$ cat src/rtl/apb_bus_arbiter.sv
// Two-requester APB master: round-robin grant, one outstanding transfer,
// wait-state tracking with optional timeout abort.
module apb_bus_arbiter #(
  parameter int AW      = 32,
  parameter int DW      = 32,
  parameter int TIMEOUT = 16
) (
  input  logic            PCLK,
  input  logic            PRESET,
  input  logic [1:0]      req_valid,
  output logic [1:0]      req_ready,
  input  logic [1:0]      req_write,
  input  logic [2*AW-1:0] req_addr,
  input  logic [2*DW-1:0] req_wdata,
  output logic [1:0]      rsp_valid,
  output logic [DW-1:0]   rsp_rdata,
  output logic            rsp_err,
  output logic            PSEL,
  output logic            PENABLE,
  output logic            PWRITE,
  output logic [AW-1:0]   PADDR,
  output logic [DW-1:0]   PWDATA,
  input  logic [DW-1:0]   PRDATA,
  input  logic            PREADY,
  input  logic            PSLVERR
);

  // state  | meaning
  // IDLE   | no transfer; grant and accept a request
  // SETUP  | PSEL high, PENABLE low, one cycle
  // ACCESS | PSEL/PENABLE high until PREADY or timeout
  // RESP   | one-cycle rsp_valid to the granted requester
  typedef enum logic [1:0] {IDLE, SETUP, ACCESS, RESP} state_e;

  localparam bit             TO_EN     = (TIMEOUT > 0);
  localparam int             WCW       = TO_EN ? $clog2(TIMEOUT + 1) : 1;
  localparam logic [WCW-1:0] WAIT_LAST = TO_EN ? WCW'(TIMEOUT - 1) : '0;

  state_e         state_q, state_d;
  logic           last_grant_q, last_grant_d;
  logic           grant_q, grant_d;
  logic [WCW-1:0] wait_cnt_q, wait_cnt_d;
  logic           psel_q, psel_d;
  logic           penable_q, penable_d;
  logic           pwrite_q, pwrite_d;
  logic [AW-1:0]  paddr_q, paddr_d;
  logic [DW-1:0]  pwdata_q, pwdata_d;
  logic [1:0]     rsp_valid_q, rsp_valid_d;
  logic [DW-1:0]  rsp_rdata_q, rsp_rdata_d;
  logic           rsp_err_q, rsp_err_d;

  logic           any_req;
  logic           gsel;
  logic           finish;

  always_comb begin
    any_req = |req_valid;
    gsel    = (req_valid == 2'b11) ? ~last_grant_q : req_valid[1];
  end

  always_comb begin
    state_d      = state_q;
    last_grant_d = last_grant_q;
    grant_d      = grant_q;
    wait_cnt_d   = wait_cnt_q;
    psel_d       = psel_q;
    penable_d    = penable_q;
    pwrite_d     = pwrite_q;
    paddr_d      = paddr_q;
    pwdata_d     = pwdata_q;
    rsp_valid_d  = '0;
    rsp_rdata_d  = rsp_rdata_q;
    rsp_err_d    = rsp_err_q;
    req_ready    = '0;
    finish       = 1'b0;

    case (state_q)
      IDLE: begin
        if (any_req) begin
          req_ready    = gsel ? 2'b10 : 2'b01;
          grant_d      = gsel;
          last_grant_d = gsel;
          psel_d       = 1'b1;
          penable_d    = 1'b0;
          pwrite_d     = req_write[gsel];
          paddr_d      = gsel ? req_addr[AW +: AW] : req_addr[0 +: AW];
          if (req_write[gsel])
            pwdata_d = gsel ? req_wdata[DW +: DW] : req_wdata[0 +: DW];
          else
            pwdata_d = '0;
          state_d      = SETUP;
        end
      end
      SETUP: begin
        penable_d  = 1'b1;
        wait_cnt_d = '0;
        state_d    = ACCESS;
      end
      ACCESS: begin
        if (PREADY) begin
          rsp_rdata_d = pwrite_q ? '0 : PRDATA;
          rsp_err_d   = PSLVERR;
          finish      = 1'b1;
        end else if (TO_EN && (wait_cnt_q == WAIT_LAST)) begin
          // slave never answered: abort with an error and no data
          rsp_rdata_d = '0;
          rsp_err_d   = 1'b1;
          finish      = 1'b1;
        end else begin
          wait_cnt_d = wait_cnt_q + 1'b1;
        end
      end
      RESP: begin
        wait_cnt_d = '0;
        state_d    = IDLE;
      end
      default: state_d = IDLE;
    endcase

    if (finish) begin
      psel_d      = 1'b0;
      penable_d   = 1'b0;
      pwrite_d    = 1'b0;
      paddr_d     = '0;
      pwdata_d    = '0;
      wait_cnt_d  = '0;
      rsp_valid_d = grant_q ? 2'b10 : 2'b01;
      state_d     = RESP;
    end
  end

  always_ff @(posedge PCLK) begin
    if (PRESET) begin
      state_q      <= IDLE;
      last_grant_q <= 1'b1;
      grant_q      <= 1'b0;
      wait_cnt_q   <= '0;
      psel_q       <= 1'b0;
      penable_q    <= 1'b0;
      pwrite_q     <= 1'b0;
      paddr_q      <= '0;
      pwdata_q     <= '0;
      rsp_valid_q  <= '0;
      rsp_rdata_q  <= '0;
      rsp_err_q    <= 1'b0;
    end else begin
      state_q      <= state_d;
      last_grant_q <= last_grant_d;
      grant_q      <= grant_d;
      wait_cnt_q   <= wait_cnt_d;
      psel_q       <= psel_d;
      penable_q    <= penable_d;
      pwrite_q     <= pwrite_d;
      paddr_q      <= paddr_d;
      pwdata_q     <= pwdata_d;
      rsp_valid_q  <= rsp_valid_d;
      rsp_rdata_q  <= rsp_rdata_d;
      rsp_err_q    <= rsp_err_d;
    end
  end

  assign PSEL      = psel_q;
  assign PENABLE   = penable_q;
  assign PWRITE    = pwrite_q;
  assign PADDR     = paddr_q;
  assign PWDATA    = pwdata_q;
  assign rsp_valid = rsp_valid_q;
  assign rsp_rdata = rsp_rdata_q;
  assign rsp_err   = rsp_err_q;

endmodule

$ cat config.mk
export PLATFORM = sky130hd
export DESIGN_NAME = apb_bus_arbiter
export DESIGN_NICKNAME = d
export VERILOG_FILES = /design/src/rtl/apb_bus_arbiter.sv
export SDC_FILE = /design/constraint.sdc
export NUM_CORES = 1
export LEC_CHECK = 0
export CAP_MARGIN = 20
export CORE_ASPECT_RATIO = 1.25
export CORE_MARGIN = 2
export CORE_UTILIZATION = 35
export CTS_BUF_LIST = sky130_fd_sc_hd__clkbuf_4 sky130_fd_sc_hd__clkbuf_8
export DETAILED_ROUTE_END_ITERATION = 10
export GPL_TIMING_DRIVEN = 0
export HOLD_SLACK_MARGIN = 0.06
export PLACE_DENSITY = 0.75
export SYNTH_ARGS = -nofsm -noshare
export SYNTH_HDL_FRONTEND = slang
export SYNTH_SLANG_ARGS = --single-unit
$ cat constraint.sdc
create_clock -name PCLK -period 2.47 [get_ports PCLK]
set_input_delay 0.741 -clock PCLK [delete_from_list [all_inputs] [get_ports PCLK]]
set_output_delay 0.741 -clock PCLK [all_outputs]
set_load 0.01 [all_outputs]
* Word level (Yosys, flattened, before mapping)
Cells that the tools add are included.
** Word-level totals
- Register bits after elaboration :: 111
- Bits in latches :: 0
- Memory bits (writable) :: 0
- Memory bits (read-only) :: 0
- Input port bits :: 168
- Output and inout port bits :: 104
- Word-level logic and storage cells :: 65
- Memories kept :: 0
** Operators by class
- $add $sub $neg :: 1
- Multipliers :: 0
- Div/mod/pow operators :: 0
- Magnitude comparators :: 1
- Eq/ne operators :: 9
- Shift-type cells :: 0
- Multiplexer cells :: 26
- Bitwise logic cells :: 2
- Reduce and logical (&&, ||, !) cells :: 14
** Operators with widths (number)
- 32-bit two-way mux :: 6
- 2-bit two-way mux :: 6
- 5-bit two-way mux :: 2
- 5-bit case mux with 2 select lines :: 1
- 1-bit two-way mux :: 9
- 2-bit AND reduction :: 4
- 2-bit OR reduction :: 4
- 2-bit equality test (second input constant) :: 3
- 2-bit inequality test (second input constant) :: 3
- 2-bit case mux with 3 select lines :: 1
- 2-bit nonzero test :: 3
- 5-bit by 1-bit adder with 5-bit output (second input constant) :: 1
- 5-bit by 4-bit equality test with 1-bit output (second input constant) :: 1
- 4-bit nonzero test :: 1
- 3-bit inequality test (second input constant) :: 1
- 3-bit AND reduction :: 1
- 2-bit by 1-bit equality test with 1-bit output (second input constant) :: 1
- 2-bit zero test :: 1
- 1-bit by 2-bit < comparator with 1-bit output (second input constant) :: 1
- 1-bit NOT :: 2
- 1-bit case mux with 2 select lines :: 1

* Logic depth before layout (Yosys ltp)
Gate-level depths: netlist of run 1.
- Depth after elaboration :: 6
- Gate-level depth with buffers :: 10
- Gate-level depth less buffers :: 7

* Least setup slack after synthesis of run 1
OpenSTA, ideal clock, no wires.
- Path type :: in2out
- From :: in req_valid[1]
- To :: out req_ready[1]
- Arrival time :: 1.400 ns
- Data required time :: 1.729 ns
- Setup slack :: 0.329 ns
- Stages :: 4
- Buffers on the path :: 2
- Cell sequence :: a21boi_2 buf_6 and2_1 clkbuf_1
** Between the ends
- Word-level cells in the longest chain between the ends :: 5
- Elaborated cells between the ends (all ways) :: 6
- Classes of those cells :: eq/ne: 1; mux: 4; reduce/logical: 1
** Ends and longest elaborated chain
- start: declaration :: RTL line 10 : input logic [1:0] req_valid,
- 2-bit equality test :: RTL line 58 : gsel = (req_valid == 2'b11) ? ~last_grant_q : req_valid[1];
- 1-bit two-way mux :: RTL line 58
- 2-bit two-way mux :: RTL line 80 : req_ready = gsel ? 2'b10 : 2'b01;
- 2-bit two-way mux (*) :: RTL line 79 : if (any_req) begin
- 2-bit two-way mux (*) :: RTL line 77 : case (state_q)
- end: declaration :: RTL line 11 : output logic [1:0] req_ready,
Mark *: on every way between the ends. The rest lies on a longest branch, timed or not.

* Worst setup path in the final report of run 1
- From :: in req_valid[1]
- To :: out req_ready[0]
The elaborated chain is that of the path after synthesis.

==> results of run 1 <==
worst max-delay path: cells and delay by family:
kind            cells  cell delay [ns]
simple gates        1             0.32
buf+inv             3             0.41
compound gates      1             0.15
path summary, 6_finish.rpt:
kind	startpoint	end	slack, ns	cells after the start
max	req_valid[1]	req_ready[0]	0.11	5
min	grant_q	rsp_valid[0]	0.44	1
max reg2reg	wait_cnt_q[1]	PWDATA[30]	0.36	9
min reg2reg	grant_q	rsp_valid[0]	0.44	1
per-layer routing:
layer	up-vias	part of all wire, %
met2	194	52
met5	-	0
met4	0	1.6
li1	2136	-
met1	2027	37
met3	17	10
report_power, final:
group / internal [mW] / switching, mW / total, mW
clock network: 0.508 / 0.595 / 1.10
logic: 0.820 / 0.620 / 1.44
registers: 1.95 / 0.0897 / 2.04
total: 3.28 / 1.30 / 4.58
cell usage after synthesis (all sizes together) (2+ instances only):
cell,n,area share [%]
nor2,68,5.6
nor3b,2,0.32
o21ai,4,0.43
nor3,7,0.99
nand2b,4,0.53
a2bb2oi,32,6.0
a22o,33,6.2
a211oi,27,6.7
clkbuf,10,1.0
and2,2,0.27
nor4,2,0.91
mux2i,61,13
dfxtp,111,47
nand2,7,0.56
and3,2,0.27
a21oi,11,1.2
or2,2,0.27
a22oi,5,0.80
ha,2,0.53
buf,27,4.9
a31oi,2,0.27
area by class of cell:
| class | instances | area (um2) | share of cell area, % |
|---|---|---|---|
| clock buffer | 12 | 146 | 1.87 |
| clock inverter | 4 | 53.8 | 0.688 |
| timing repair buffer | 274 | 2720 | 34.8 |
| tap | 171 | 214 | 2.74 |
| buffer | 36 | 277 | 3.54 |
| multi-input combinational | 281 | 2180 | 27.9 |
| inverter | 1 | 3.75 | 0.0480 |
| sequential | 111 | 2220 | 28.4 |
sequential cells by signal, summed over array words and instances, names as in the netlist, 2 cells and up:
name / flops
rsp_valid: 2
rsp_rdata: 32
wait_cnt_q: 5
PWDATA: 32
state_q: 2
PADDR: 32
kinds of logic (layout without fill, tap and decap cells):
family,after synthesis,count (layout),synth area share [%]
AOI/OAI and AO/OA,117,117,22.1
adders and majority gates,2,2,0.534
buffers and inverters,38,327,6.06
xor gates and xnor gates,1,1,0.187
DFF,111,111,47.4
and+or+nand+nor,100,100,10.4
muxes,61,61,13.3
what timing repair did:
| action | CTS | global route |
|---|---|---|
| setup buffers | 4 | 0 |
| endpoints found under the setup margin | 2 | 1 |
| resized for setup | 16 | 2 |
| pin swaps | 1 | 0 |
==> reports/metrics.yaml, run 1 <==
run_status: "finished clean"
grt_pass1_vias: 4648
worstSkewPairLatency_ns: 0.36
drive_above_1_share_pct: 11.8
place_hpwl_um: 11900
yosysSeqAreaShare_pct: 47.4
routed_via_density: 4.91
cts.sinks: 111
drc: 0
tightest_slew_ns: 0.548
numCtsBuffers: 9
start_util_pct: 35.6
whs_ns: 0.441
clk_path_buf_depth: 2
core-area_mm2: 0.0132
hold_path.class: "reg -> reg"
die_area_mm2: 0.0143
place_area_mm2: 0.00761
grt.met1_usage_pct: 20.7
dp_slack_ns: -0.908
syn_area_per_cell_um2: 10.9
drt-initial-drc-count: 62
rsz0062_at_grt: "false"
critPathRequiredTime_ns: 1.73
synth_cell_types: 41
cts_tree: "built"
port_buffers: 271
crit_slowest_cell: "nor4_4"
die_y_um: 133
p_per_area_mw_per_mm2: 586
cts_hold_buf: 0
finalHoldViolCount: 0
grt_use_met3_pct: 8.17
maxCapViolations: 0
synth_flop_cell: "dfxtp_1"
final_cells: 890
gp_congestion: 0.806
first_pass_iters: 4
diodes: 0
yosys_register_bits: 111
drt-total-wl_um: 14800
fmax_ghz: 0.423
grt_use_total_pct: 20.1
p_total_mw: 4.58
vias: 4374
final_common_cell: "clkdlybuf4s50_1"
grt_overflow: 0
post-route-util_pct: 59.4
fillCellCount: 1133
finalWorstSetupSlack_ns: 0.107
final_cell_mix: "clkdlybuf4s50_1 (267), dfxtp_1 (111), nor2_1 (66), mux2i_1 (60), a22o_1 (33)"
vdd_drop_max_v: 0.000333
synthCells: 430
wl_per_cell_um: 16.6
fin_crit_sh_pct: 95.7
cp.arrival_ns: 1.62
max_stage_delay_ns: 0.32
ant_nets: 0
synth_edf_count: 0
top_usage_layer: "met2"
syn_area_mm2: 0.00469
grt_max_degree: 18
htree_levels: 3
crit_path_end_kind: "primary output"
cp-start-kind: "primary input"
setup_viol: 0
use_met2_pct: 37.2
syn-num-nets: 600
grt_pass1_wl_um: 22800
clock_tree.root_cell: "clkbuf_8"
fin_skew_ns: 0.0134
areaGrowthSynthToFinish_pct: 66.9
critPathKind: "in -> out"
ios: 272
nets: 884
slew_viol_final: 0
slew_headroom_pct: 63.5
placedCellCount: 872
postLayoutCellArea_mm2: 0.00782
num_rows: 47
path_clk_slew_ns: 0.09
crit_chain: "buf_6 -> a21boi_2 -> buf_6 -> nor4_4 -> buf_2"
crit_fanout: 4
async_flop_share_pct: 0
final.min_clock_period_ns: 2.36
ys_warn_count: 0
fin_setup_tns_ns: 0
die_w_um: 107
grt_antenna_before_repair: 0
cpMostUsedCell: "buf_6"
p_leak_nw: 2.97
(Power assumes the default switching activity.)
==> run 2, diff against run 1 <==
- CORE_UTILIZATION: 35 -> 39
- PLACE_DENSITY: 0.75 -> 0.82
==> run 2 against run 1 <==
Effect of this change: first-iteration DRC count increased by 100%; routed wire length decreased by 2.4%; flip-flop and latch count unchanged; cell area increased by 0.38%; clock power increased by 19%; highest routed layer unchanged; utilization increased by 7.9 points; critical path type unchanged; critical path depth unchanged; combinational power about the same.
==> reports/metrics.yaml, run 2 (same netlist as run 1, synthesis figures left out) <==
first_pass_iters: 4
drt-total-wl_um: 14400
cts_hold_buf: 0
path_clk_slew_ns: 0.11
die_w_um: 102
crit_slowest_cell: "nor4_4"
p_per_area_mw_per_mm2: 610
crit_buf_inv: 3
core-area_mm2: 0.0117
cp.arrival_ns: 1.65
tightest_slew_ns: 0.543
setup_viol: 0
ios: 272
grt_overflow: 0
cts_tree: "built"
post-route-util_pct: 67.3
finalHoldViolCount: 0
port_buffers: 271
fin_crit_sh_pct: 96.8
fillCellCount: 960
p_leak_nw: 2.99
start_util_pct: 40.1
maxCapViolations: 0
num_rows: 44
place_hpwl_um: 11700
worstSkewPairLatency_ns: 0.37
crit_path_end_kind: "primary output"
wl_per_cell_um: 16.4
nets: 883
run_status: "finished clean"
slew_headroom_pct: 63.7
critPathKind: "in -> out"
grt_pass1_vias: 4451
cts.sinks: 111
die_y_um: 127
worstRegToRegCells: 10
diodes: 0
max_stage_delay_ns: 0.31
hold_path.class: "reg -> reg"
grt_use_total_pct: 21.5
fin_setup_tns_ns: 0
r2r-end: "PWDATA[31]"
die_area_mm2: 0.0129
drt-initial-drc-count: 127
grt_max_degree: 18
postLayoutCellArea_mm2: 0.00785
final_common_cell: "clkdlybuf4s50_1"
crit_fanout: 4
startpoint: "req_valid[1]"
vdd_drop_max_v: 0.000324
cp-start-kind: "primary input"
areaGrowthSynthToFinish_pct: 67.5
place_area_mm2: 0.00760
vias: 4437
slew_viol_final: 0
fmax_ghz: 0.418
htree_levels: 3
grt_antenna_before_repair: 0
r2r-start: "wait_cnt_q[0]"
final_cell_mix: "clkdlybuf4s50_1 (267), dfxtp_1 (111), nor2_1 (66), mux2i_1 (60), a22o_1 (33)"
rsz0062_at_grt: "false"
drc: 0
min_delay_path_depth: 2
clock_tree.root_cell: "clkbuf_8"
hold_end: "PADDR[27]"
hp-start: "PADDR[27]"
routed_via_density: 5.05
r2r_setup_slack_ns: 0.34
drive_above_1_share_pct: 11.6
final.min_clock_period_ns: 2.39
fin_skew_ns: 0.0159
gp_congestion: 0.799
crit_chain: "buf_4 -> a21boi_2 -> buf_6 -> nor4_4 -> buf_2"
critPathRequiredTime_ns: 1.73
clk_path_buf_depth: 2
critPathTopFamily: "buffers and inverters"
numCtsBuffers: 9
ant_nets: 0
grt_pass1_wl_um: 21900
-- run 2: cell count changes in the layout (fill, tap and decap cells not counted) --
| cell | before | now |
|---|---|---|
| bufinv_16 | 1 | 3 |
| clkbuf_4 | 6 | 4 |
| buf_6 | 10 | 9 |
| clkbuf_2 | 1 | 0 |
| clkbuf_8 | 9 | 10 |
| dlygate4sd2_1 | 0 | 1 |
| inv_6 | 1 | 0 |
-- run 2: final cells by class --
type | instances | area, um2 | share of cell area, %
Clock buffer | 11 | 145 | 1.85
Inverter | 1 | 3.75 | 0.0478
Multi-Input combinational cell | 281 | 2180 | 27.8
Clock inverter | 5 | 105 | 1.34
Tap cell | 161 | 201 | 2.57
Timing Repair Buffer | 273 | 2710 | 34.6
Buffer | 36 | 277 | 3.52
Sequential cell | 111 | 2220 | 28.3
-- run 2: worst max-delay path by stage --
stage | to | slack [ns] | cells past startpoint
6_report | req_ready[0] | 0.08 | 5
5_1_grt | req_ready[0] | 0.04 | 5
4_1_cts | req_ready[0] | 0.08 | 5
3_5_place_dp | req_ready[1] | -0.88 | 6
3_3_place_gp | req_ready[1] | -0.86 | 6
2_1_floorplan | req_ready[1] | 0.33 | 4
-- run 2: timing repair --
action,CTS,global route
buffers inserted,3,0
endpoints found under the setup margin,2,0
resized for setup,16,0
-- run 2: metal layers --
metal	vias up	global-route usage, %	wire length, um
li1	2135	-	-
met1	2077	22.9	5410
met3	24	7.77	1430
met2	201	39.1	7290
met4	0	6.27	277
met5	-	0	0
-- run 2: where the power goes --
| part | internal, mW | total (mW) | switching (mW) |
|---|---|---|---|
| registers | 1.95 | 2.04 | 0.0887 |
| clock network | 0.713 | 1.31 | 0.599 |
| logic | 0.819 | 1.44 | 0.624 |
-- run 2: through the flow --
stage | setup slack (ns) | hold WS, ns | power (mW) | std cells
6_report | 0.0793 | 0.462 | 4.79 | 879
5_1_grt | 0.0356 | 0.482 | 5.01 | 879
4_1_cts | 0.0822 | 0.462 | 4.84 | 879
3_5_place_dp | -0.879 | 0.448 | 3.53 | 862
3_3_place_gp | -0.862 | 0.442 | 3.49 | 862
2_1_floorplan | 0.329 | 0.404 | 2.79 | 430
-- run 2: worst min-delay path: stages (launching register included) --
cell and delay [ns]:
dfxtp_1 0.32, nand2_1 0.05, a21oi_1 0.05
==> run 3, diff against run 2 <==
- CORE_UTILIZATION: 39 -> 42
- PLACE_DENSITY: 0.82 -> 0.88
- clock period: 2.47 -> 2.8 ns (I/O delays scaled with it)
==> run 3 against run 2 <==
Effect of this change: critical path type unchanged; final cell count down 2.8%; clock skew down 0.0085 ns; first-iteration DRC count up 39%; sequential share of layout area up 0.17 points; combinational power down 11%; routed wire length up 2.8%; largest power group unchanged.
==> reports/metrics.yaml, run 3 (same netlist as run 1, synthesis figures left out) <==
run_status: "finished clean"
dp_slack_ns: -0.764
final.min_clock_period_ns: 2.71
r2r-start: "wait_cnt_q[0]"
postLayoutCellArea_mm2: 0.00780
die_area_mm2: 0.0120
clk_path_buf_depth: 2
core-area_mm2: 0.0110
areaGrowthSynthToFinish_pct: 66.5
p_per_area_mw_per_mm2: 532
grt_antenna_before_repair: 0
wl_per_cell_um: 17.4
die_y_um: 122
cts.sinks: 111
grt_pass1_vias: 4709
crit_fanout: 5
routed_via_density: 5.22
setup_viol: 0
fillCellCount: 831
final_common_cell: "clkdlybuf4s50_1"
worstRegToRegCells: 9
r2r_setup_slack_ns: 0.68
diodes: 0
die_w_um: 98.5
path_clk_slew_ns: 0.10
finalHoldViolCount: 0
cp.arrival_ns: 1.87
slew_viol_final: 0
grt_max_degree: 18
vdd_drop_max_v: 0.000325
grt_use_total_pct: 24.1
r2r-end: "PADDR[15]"
drt-total-wl_um: 14800
cp-start-kind: "primary input"
numCtsBuffers: 9
fmax_ghz: 0.369
gp_congestion: 0.798
finalWorstSetupSlack_ns: 0.0880
fin_skew_ns: 0.00734
vias: 4454
startpoint: "req_valid[0]"
endpoint: "req_ready[0]"
critPathRequiredTime_ns: 1.96
htree_levels: 3
drc: 0
fin_crit_sh_pct: 96.9
rsz0062_at_grt: "false"
worstSkewPairLatency_ns: 0.36
drive_above_1_share_pct: 11.7
first_pass_iters: 4
hold_path.class: "reg -> reg"
crit_path_end_kind: "primary output"
tightest_slew_ns: 0.533
drt-initial-drc-count: 176
num_rows: 43
grt_pass1_wl_um: 23200
place_hpwl_um: 11800
clock_tree.root_cell: "clkbuf_8"
slew_headroom_pct: 64.5
ant_nets: 0
critPathKind: "in -> out"
port_buffers: 271
start_util_pct: 42.7
p_leak_nw: 2.99
place_area_mm2: 0.00757
maxCapViolations: 0
ios: 272
final_cell_mix: "clkdlybuf4s50_1 (267), dfxtp_1 (111), nor2_1 (66), mux2i_1 (60), a22o_1 (33)"
grt_overflow: 0
nets: 884
cts_tree: "built"
## run 3: layout make-up
cell class / count / area [um2] / area share (%)
buffer: 36 / 277 / 3.54
clock buffer: 11 / 145 / 1.86
tap: 135 / 169 / 2.16
inverter: 1 / 3.75 / 0.0481
multi-input combinational: 281 / 2180 / 28.0
timing repair buffer: 274 / 2730 / 34.9
clock inverter: 5 / 78.8 / 1.01
sequential: 111 / 2220 / 28.5
## run 3: repair_timing
action                     CTS  global route
resized for setup           14             0
hold buffers                 0             0
hold endpoints to repair     0             0
setup endpoints to repair    2             1
buffers inserted             3             0
pin swaps                    1             1
## run 3: worst min path at each step
stage                     startpoint            to  cells past startpoint
after floorplan              grant_q  rsp_valid[0]                      1
after global placement     PADDR[28]     PADDR[28]                      2
after detailed placement   PADDR[28]     PADDR[28]                      2
after CTS                    grant_q  rsp_valid[0]                      1
after global routing         grant_q  rsp_valid[0]                      1
final                        grant_q  rsp_valid[0]                      1
## run 3: power breakdown
group          internal, mW  total [mW]  leakage (nW)  switching, mW
Sequential             1.72        1.80         0.907         0.0830
Combinational         0.724        1.28          1.97          0.556
Clock                 0.540        1.07         0.117          0.530
## run 3: metrics by stage
stage / total power, mW / util, % / instances / hold WS, ns / TNS, ns
after floorplan: 2.46 / - / 430 / 0.404 / 0
after global placement: 3.08 / 68.9 / 836 / 0.439 / -1.44
after detailed placement: 3.12 / 68.9 / 836 / 0.447 / -1.48
after CTS: 4.18 / 71.1 / 854 / 0.457 / 0
after global routing: 4.34 / 71.1 / 854 / 0.468 / 0
final: 4.15 / 71.1 / 854 / 0.448 / 0
## run 3: metal layers
| layer | wire (um) | share of wire [%] | track usage [%] |
|---|---|---|---|
| met3 | 1120 | 7.6 | 6.83 |
| met2 | 7980 | 54 | 46.2 |
| met5 | 0 | 0 | 0 |
| met4 | 182 | 1.2 | 8.05 |
| met1 | 5540 | 37 | 25.0 |
## run 3: critical path, cell delays in order
cell and delay (ns):
clkdlybuf4s15_2 0.23, a21boi_2 0.07, buf_6 0.12, buf_4 0.13, nor4_4 0.28, buf_2 0.20
